<file path="src/rtl/pipeline_data_path.sv">
// Five-stage MIPS-style datapath: fetch, decode, execute, memory, write-back.
// Handles forwarding, load-use and branch stalls. Control signals come from an external decoder.
module pipeline_data_path #(
  parameter int unsigned IMEM_DEPTH = 64,
  parameter int unsigned DMEM_DEPTH = 64,
  parameter              IMEM_FILE  = "imem.hex"
) (
  input  logic        clk,
  input  logic        reset,
  input  logic        regwrite_d,
  input  logic        regdst_d,
  input  logic        alusrc_d,
  input  logic [3:0]  aluctrl_d,
  input  logic        memwrite_d,
  input  logic        memtoreg_d,
  input  logic        se_ze,
  input  logic [1:0]  outselect_d,
  input  logic        start_mult,
  input  logic        mult_sign,
  input  logic        output_branch,
  input  logic [1:0]  pcsrc,
  output logic        eq_ne,
  output logic [5:0]  op_code,
  output logic [5:0]  control_unit_funct,
  output logic [31:0] result_w
);

  typedef struct packed {
    logic        regwrite, memtoreg, memwrite, alusrc, regdst;
    logic [3:0]  aluctrl;
    logic [1:0]  outselect;
    logic        start_mult, mult_sign;
    logic [31:0] rd1, rd2, imm;
    logic [4:0]  rs, rt, rd, shamt;
  } idex_t;

  typedef struct packed {
    logic        regwrite, memtoreg, memwrite;
    logic [31:0] aluout, writedata;
    logic [4:0]  writereg;
  } exmem_t;

  typedef struct packed {
    logic        regwrite, memtoreg;
    logic [31:0] readdata, aluout;
    logic [4:0]  writereg;
  } memwb_t;

  // The instruction ROM is loaded by the environment; it has no reset.
  logic [31:0] imem [IMEM_DEPTH];
  logic [31:0] dmem [DMEM_DEPTH];
  logic [31:0] rf   [32];

  logic [31:0] pc_q, pc_next, pcplus4_f, instr_f;
  logic [31:0] instr_d, pcplus4_d;
  logic [4:0]  rs_d, rt_d, rd_d;
  logic [31:0] sext_imm_d, imm_ext_d, rd1_d, rd2_d, fwd_rs_d, fwd_rt_d;
  logic        lw_stall, br_stall, stall, branch_d;

  idex_t       idex_d, idex_q;
  exmem_t      exmem_d, exmem_q;
  memwb_t      memwb_d, memwb_q;

  logic [31:0] src_a_e, wdata_e, src_b_e, alu_e, result_e;
  logic [63:0] mul_a_e, mul_b_e, product_e;
  logic [31:0] hi_q, lo_q;
  logic [4:0]  writereg_e;
  logic [31:0] readdata_m;

  // Fetch
  assign instr_f   = imem[pc_q[7:2]];
  assign pcplus4_f = pc_q + 32'd4;

  always_comb begin
    pc_next = pcplus4_f;
    case (pcsrc)
      2'b01:   pc_next = pcplus4_d + {sext_imm_d[29:0], 2'b00};
      2'b10:   pc_next = {pcplus4_d[31:28], instr_d[25:0], 2'b00};
      2'b11:   pc_next = fwd_rs_d;
      default: pc_next = pcplus4_f;
    endcase
  end

  always_ff @(posedge clk or negedge reset) begin
    if (!reset) begin
      pc_q      <= '0;
      instr_d   <= '0;
      pcplus4_d <= '0;
    end else if (!stall) begin
      pc_q      <= pc_next;
      instr_d   <= instr_f;
      pcplus4_d <= pcplus4_f;
    end
  end

  // Decode
  assign op_code            = instr_d[31:26];
  assign control_unit_funct = instr_d[5:0];
  assign rs_d               = instr_d[25:21];
  assign rt_d               = instr_d[20:16];
  assign rd_d               = instr_d[15:11];
  assign sext_imm_d         = {{16{instr_d[15]}}, instr_d[15:0]};
  assign imm_ext_d          = se_ze ? sext_imm_d : {16'b0, instr_d[15:0]};
  assign rd1_d              = (rs_d == 5'd0) ? '0 : rf[rs_d];
  assign rd2_d              = (rt_d == 5'd0) ? '0 : rf[rt_d];

  assign fwd_rs_d = (rs_d != 5'd0 && exmem_q.regwrite && rs_d == exmem_q.writereg)
                    ? exmem_q.aluout : rd1_d;
  assign fwd_rt_d = (rt_d != 5'd0 && exmem_q.regwrite && rt_d == exmem_q.writereg)
                    ? exmem_q.aluout : rd2_d;
  assign eq_ne    = (fwd_rs_d == fwd_rt_d);

  // Branches resolve in D, so producers still in E (or loads in M) must be waited on.
  assign branch_d = output_branch || (pcsrc == 2'b11);
  assign lw_stall = idex_q.memtoreg && (writereg_e != 5'd0) &&
                    (rs_d == writereg_e || rt_d == writereg_e);
  assign br_stall = branch_d &&
                    ((idex_q.regwrite && writereg_e != 5'd0 &&
                      (rs_d == writereg_e || rt_d == writereg_e)) ||
                     (exmem_q.memtoreg && exmem_q.writereg != 5'd0 &&
                      (rs_d == exmem_q.writereg || rt_d == exmem_q.writereg)));
  assign stall    = lw_stall || br_stall;

  always_comb begin
    idex_d = '0;
    if (!stall) begin
      idex_d.regwrite   = regwrite_d;
      idex_d.memtoreg   = memtoreg_d;
      idex_d.memwrite   = memwrite_d;
      idex_d.alusrc     = alusrc_d;
      idex_d.regdst     = regdst_d;
      idex_d.aluctrl    = aluctrl_d;
      idex_d.outselect  = outselect_d;
      idex_d.start_mult = start_mult;
      idex_d.mult_sign  = mult_sign;
      idex_d.rd1        = rd1_d;
      idex_d.rd2        = rd2_d;
      idex_d.imm        = imm_ext_d;
      idex_d.rs         = rs_d;
      idex_d.rt         = rt_d;
      idex_d.rd         = rd_d;
      idex_d.shamt      = instr_d[10:6];
    end
  end

  // Register file writes on the falling edge so D reads see same-cycle W writes.
  always_ff @(negedge clk or negedge reset) begin
    if (!reset) begin
      for (int i = 0; i < 32; i++) rf[i] <= '0;
    end else if (memwb_q.regwrite && memwb_q.writereg != 5'd0) begin
      rf[memwb_q.writereg] <= result_w;
    end
  end

  // Execute
  always_comb begin
    src_a_e = idex_q.rd1;
    if (idex_q.rs != 5'd0 && exmem_q.regwrite && idex_q.rs == exmem_q.writereg) begin
      src_a_e = exmem_q.aluout;
    end else if (idex_q.rs != 5'd0 && memwb_q.regwrite && idex_q.rs == memwb_q.writereg) begin
      src_a_e = result_w;
    end
    wdata_e = idex_q.rd2;
    if (idex_q.rt != 5'd0 && exmem_q.regwrite && idex_q.rt == exmem_q.writereg) begin
      wdata_e = exmem_q.aluout;
    end else if (idex_q.rt != 5'd0 && memwb_q.regwrite && idex_q.rt == memwb_q.writereg) begin
      wdata_e = result_w;
    end
  end

  assign src_b_e = idex_q.alusrc ? idex_q.imm : wdata_e;

  always_comb begin
    case (idex_q.aluctrl)
      4'b0000: alu_e = src_a_e & src_b_e;
      4'b0001: alu_e = src_a_e | src_b_e;
      4'b0010: alu_e = src_a_e ^ src_b_e;
      4'b0011: alu_e = ~(src_a_e | src_b_e);
      4'b0100: alu_e = src_a_e + src_b_e;
      4'b0110: alu_e = src_a_e - src_b_e;
      4'b0111: alu_e = {31'b0, $signed(src_a_e) < $signed(src_b_e)};
      4'b1000: alu_e = {31'b0, src_a_e < src_b_e};
      4'b1001: alu_e = src_b_e << idex_q.shamt;
      4'b1010: alu_e = src_b_e >> idex_q.shamt;
      4'b1011: alu_e = $unsigned($signed(src_b_e) >>> idex_q.shamt);
      default: alu_e = '0;
    endcase
  end

  // Low 64 bits of the extended product are correct for both signed and unsigned.
  assign mul_a_e   = {{32{idex_q.mult_sign & src_a_e[31]}}, src_a_e};
  assign mul_b_e   = {{32{idex_q.mult_sign & src_b_e[31]}}, src_b_e};
  assign product_e = mul_a_e * mul_b_e;

  always_ff @(posedge clk or negedge reset) begin
    if (!reset) begin
      hi_q <= '0;
      lo_q <= '0;
    end else if (idex_q.start_mult) begin
      hi_q <= product_e[63:32];
      lo_q <= product_e[31:0];
    end
  end

  always_comb begin
    case (idex_q.outselect)
      2'b01:   result_e = hi_q;
      2'b10:   result_e = lo_q;
      2'b11:   result_e = {idex_q.imm[15:0], 16'b0};
      default: result_e = alu_e;
    endcase
  end

  assign writereg_e = idex_q.regdst ? idex_q.rd : idex_q.rt;

  always_comb begin
    exmem_d           = '0;
    exmem_d.regwrite  = idex_q.regwrite;
    exmem_d.memtoreg  = idex_q.memtoreg;
    exmem_d.memwrite  = idex_q.memwrite;
    exmem_d.aluout    = result_e;
    exmem_d.writedata = wdata_e;
    exmem_d.writereg  = writereg_e;
  end

  // Memory
  assign readdata_m = dmem[exmem_q.aluout[7:2]];

  always_ff @(posedge clk) begin
    if (exmem_q.memwrite) dmem[exmem_q.aluout[7:2]] <= exmem_q.writedata;
  end

  always_comb begin
    memwb_d          = '0;
    memwb_d.regwrite = exmem_q.regwrite;
    memwb_d.memtoreg = exmem_q.memtoreg;
    memwb_d.readdata = readdata_m;
    memwb_d.aluout   = exmem_q.aluout;
    memwb_d.writereg = exmem_q.writereg;
  end

  always_ff @(posedge clk or negedge reset) begin
    if (!reset) begin
      idex_q  <= '0;
      exmem_q <= '0;
      memwb_q <= '0;
    end else begin
      idex_q  <= idex_d;
      exmem_q <= exmem_d;
      memwb_q <= memwb_d;
    end
  end

  // Write-back
  assign result_w = memwb_q.memtoreg ? memwb_q.readdata : memwb_q.aluout;

endmodule

</file>
<file path="config.mk">
export PLATFORM = sky130hd
export DESIGN_NAME = pipeline_data_path
export DESIGN_NICKNAME = d
export VERILOG_FILES = /design/src/rtl/pipeline_data_path.sv
export SDC_FILE = /design/constraint.sdc
export NUM_CORES = 1
export LEC_CHECK = 0
export ABC_CLOCK_PERIOD_IN_PS = 2400
export BUFFER_PORTS_ARGS = -buffer_cell sky130_fd_sc_hd__buf_4
export CORE_UTILIZATION = 34
export DETAILED_ROUTE_END_ITERATION = 6
export GPL_ROUTABILITY_DRIVEN = 1
export PLACE_DENSITY = 0.77
export RECOVER_POWER = 100
export SLEW_MARGIN = 20
export SYNTH_ARGS = -nofsm -noshare
export SYNTH_HDL_FRONTEND = slang
export SYNTH_SLANG_ARGS = --single-unit
</file>
<file path="constraint.sdc">
create_clock -name clk -period 2.4 [get_ports clk]
set_clock_uncertainty 0.2 [all_clocks]
set_input_delay 0.36 -clock clk [delete_from_list [all_inputs] [get_ports clk]]
set_output_delay 0.36 -clock clk [all_outputs]
set_load 0.02 [all_outputs]
</file>
# Word-level counts from Yosys, hierarchy flattened
# Memories as Yosys holds them, arrays and structs flattened. A register that Yosys moved wholly into a read port is not among the register bits.
# Index checks and enable logic that the tools add are counted.
[totals]
reg_bits = 1360
latch_bits = 0
mem_bits_rw = 2048
romBits = 0
input_bits = 19
out_inout_bits = 45
word_cells = 169
n_memories = 1
[mem_list]
columns = ["name", "depth", "width", "rd", "rd_clocked_by_memory_dff", "wr", "line", "rtl"]
rows = [
  ["dmem", 64, 32, 1, 1, 1, "51", "logic [31:0] dmem [DMEM_DEPTH];"],
]
[classes]
addsub = 2
mul = 1
div_mod_pow = 0
magnitude_cmp = 6
eq_ne = 23
shifts = 3
muxes = 26
n_bitwise = 9
reduce_logical = 37
[ops]
columns = ["operator", "n"]
rows = [
  ["bitwise mux 1024 bit", 1],
  ["two-way mux 32 bit", 16],
  ["one-hot mux 32 bit (11 select lines)", 1],
  ["binary-select mux 32 bit (select 5 bit)", 2],
  ["demux 32 bit (select 5 bit)", 1],
  ["two-way mux 129 bit", 1],
  ["one-hot mux 32 bit (3 select lines)", 1],
  ["< comparator 32 bit", 2],
  ["multiplier 33 x 33 -> 64 bit", 1],
  ["equality test 5 bit", 8],
  ["nonzero test 5 bit", 7],
  ["adder 32 bit", 1],
  ["AND 32 bit", 1],
  ["equality test 32 bit", 1],
  ["NOT 32 bit", 1],
  ["OR 32 bit", 1],
  ["left shift 32 x 5 -> 32 bit", 1],
  ["right shift 32 x 5 -> 32 bit", 1],
  [">>> shifter 32 x 5 -> 32 bit", 1],
  ["subtractor 32 bit", 1],
  ["bitwise XOR 32 bit", 1],
  ["logical AND 1 bit", 21],
  ["greater-or-equal comparator 6 bit (second input constant)", 3],
  ["NOT 5 -> 6 bit", 3],
  ["14 further kinds", 29],
]

# Logic depth before layout (Yosys ltp)
[logic_depth]
word_depth = 10
mapped_depth = 2
mapped_depth_nobuf = 2

==> results.cfg <==
[run_status]
run_status = complete, no violations

[global_route]
grt_max_degree = 33
grt_pass1_wl_um = 793
grt_remaining_overflow = 0
grt_util_all_layers_pct = 5.724
antenna_found_initial = 0
grt_pass1_vias = 232

[die]
num_rows = 15
io_pins = 64
initial_core_util_pct = 36.59
die_area_um2 = 2035
fp.dieH_um = 45.11
die_w_um = 45.11
core_area_um2 = 1727

[timing]
grt_setup_unrepaired = no
setup_violations = 0
relSlewSlack_pct = 63.74
fin_crit_ns = 1.949
fmax_ghz = 0.5131
finalSetupTns_ns = 0
final_min_period_over_clock_period_pct = 81.20
hold_violations = 0
tightest_slew_ns = 0.5439
slew_viol_final = 0

[clocking]
clkSlewWorstSetupHoldPaths_ns = 0.06
cts_buffer_depth = 2
cts_htree_levels = 1
cts.sinks = 11
cts_root_buf = clkbuf_4
cts_tree = done
clk_latency_ns = 0.26
cts_made_buffers = 3
cts_resized = 0

[critical_path]
endpoint = result_w[10]
required_ns = 1.84
rrSetupSlack_ns = 1.29
rr_startpoint = idex_q[123]
worstPathArrival_ns = 1.39
worst-r2r-cell-count = 2
worst-setup-path-type = flip-flop to primary output
startpoint = memwb_q[69]
rr_endpoint = exmem_q[44]
end_kind = primary output
critical_path.max_fanout = 32
critPathLaunchType = flip-flop

[synth]
netlist_area_um2 = 631.9
ys_ff_latch = 11
synth_edf_count = 0
syn_avg_cell_area_um2 = 10.53
ys.flop_type = dfrtp_1
synth.area.top_cells = buf_4, dfrtp_1, conb_1
async_flop_share_pct = 100.0
yosys.area.top_type = buf_4
synth_common_cells = buf_4, dfrtp_1, conb_1
seq_area_frac_synth_pct = 43.56
syn_inst = 60
post_synth_num_cell_types = 6
synth.most_common_cell = buf_4
yosys.area.top_type_share_pct = 52.28
ys_warn_count = 0

[power_and_ir_drop]
leakage_nw = 0.3120
ir_drop_uv = 251.1
power.density_nw_per_um2 = 541.0

[final_layout]
drive_gt1_share_pct = 16.25
stdcell_count = 105
fin_util_pct = 38.70
final_nets = 100
synthToLayoutAreaGrowth_pct = 5.743
diodes = 0
nFillCells = 224

[route]
dr.first_iter.drc_count = 2
vias = 355
drc_errors = 0
viasPerCell = 3.381
drt_pre_antenna_iters = 2
routedWlPerCell_um = 7.286
routed_wl_um = 765
ant_nets = 0

[hold_path]
worstHoldStart = exmem_d[70]
hold_path_class = flip-flop to flip-flop
worstHoldPathCells = 0

[run]
max_cap_viol_count = 0

[place]
dp_cells = 93
place_congestion = 0.5851
hpwl_um = 563.9
port_buffers = 40
-- cells by family (layout without fill, tap and decap cells) --
family / Yosys count / after routing / synth area share (%)
flops: 11 / 11 / 43.56
simple gates: 3 / 3 / 2.972
buf+inv: 44 / 53 / 52.28
other cells: 2 / 13 / 1.189
-- worst min path at each step --
stage	to
after global placement	idex_q[120]
after detailed placement	idex_q[118]
after floorplan	exmem_d[70]
final	exmem_q[70]
after global routing	memwb_q[8]
after CTS	exmem_q[70]
-- per-stage QoR --
| step | cell area, µm² | setup WS (ns) | total power (W) | hold slack [ns] |
|---|---|---|---|---|
| global placement | 684.4 | 0.9398 | 0.0002382 | -0.009587 |
| finish | 668.1 | 0.4512 | 0.0003614 | 0.1508 |
| CTS | 790.8 | 0.6198 | 0.0003725 | 0.1546 |
| floorplan | 675.6 | 0.4087 | 0.0002416 | -0.1356 |
| detailed placement | 684.4 | 0.9129 | 0.0002395 | -0.003781 |
| global route | 668.1 | 0.3304 | 0.0003817 | 0.1628 |
-- registers in the layout (all words and copies together) (netlist names) --
name / cells
idex_q: 6
exmem_q: 2
memwb_q: 2
exmem_d: 1
-- final cells by class --
| type | instances | area, µm² | share of cell area (%) |
|---|---|---|---|
| repair buffers | 49 | 265.3 | 39.70 |
| multi-input cells | 16 | 70.07 | 10.49 |
| well taps | 25 | 31.28 | 4.682 |
| flip-flops and latches | 11 | 275.3 | 41.20 |
| clock buffers | 4 | 26.28 | 3.933 |
-- power breakdown --
| group | leakage [nW] | switching, W | internal, W |
|---|---|---|---|
| clock network | 0.0150 | 0.0000550 | 0.0000642 |
| logic | 0.164 | 0.0000299 | 0.0000169 |
| registers | 0.133 | 0.00000211 | 0.000193 |
-- timing repair --
item                                   4_1_cts  5_1_grt
endpoints found under the hold margin       18        0
hold buffers                                 8        0
setup buffers                                0        0
-- placed cells by master (no fill, tap or decap) --
cell,n
clkbuf_1,33
and3_1,1
dfrtp_1,11
nor2b_2,1
clkbuf_4,10
dlygate4sd3_1,8
buf_4,1
conb_1,13
clkbuf_2,1
nor4_1,1
-- critical path, stage by stage (launching register included) --
cell and delay, ns:
dfrtp_1 0.37, nor2b_2 0.10, clkbuf_2 0.38, clkbuf_1 0.28
-- layer usage --
metal / routed length (µm) / vias up / track usage (%)
met5: 0 / - / 0
li1: - / 163 / -
met2: 349 / 42 / 11.30
met3: 171 / 0 / 1.200
met1: 244 / 150 / 4.326
met4: 0 / 0 / 5.455
Note: power is estimated with default switching activity, not from simulation.
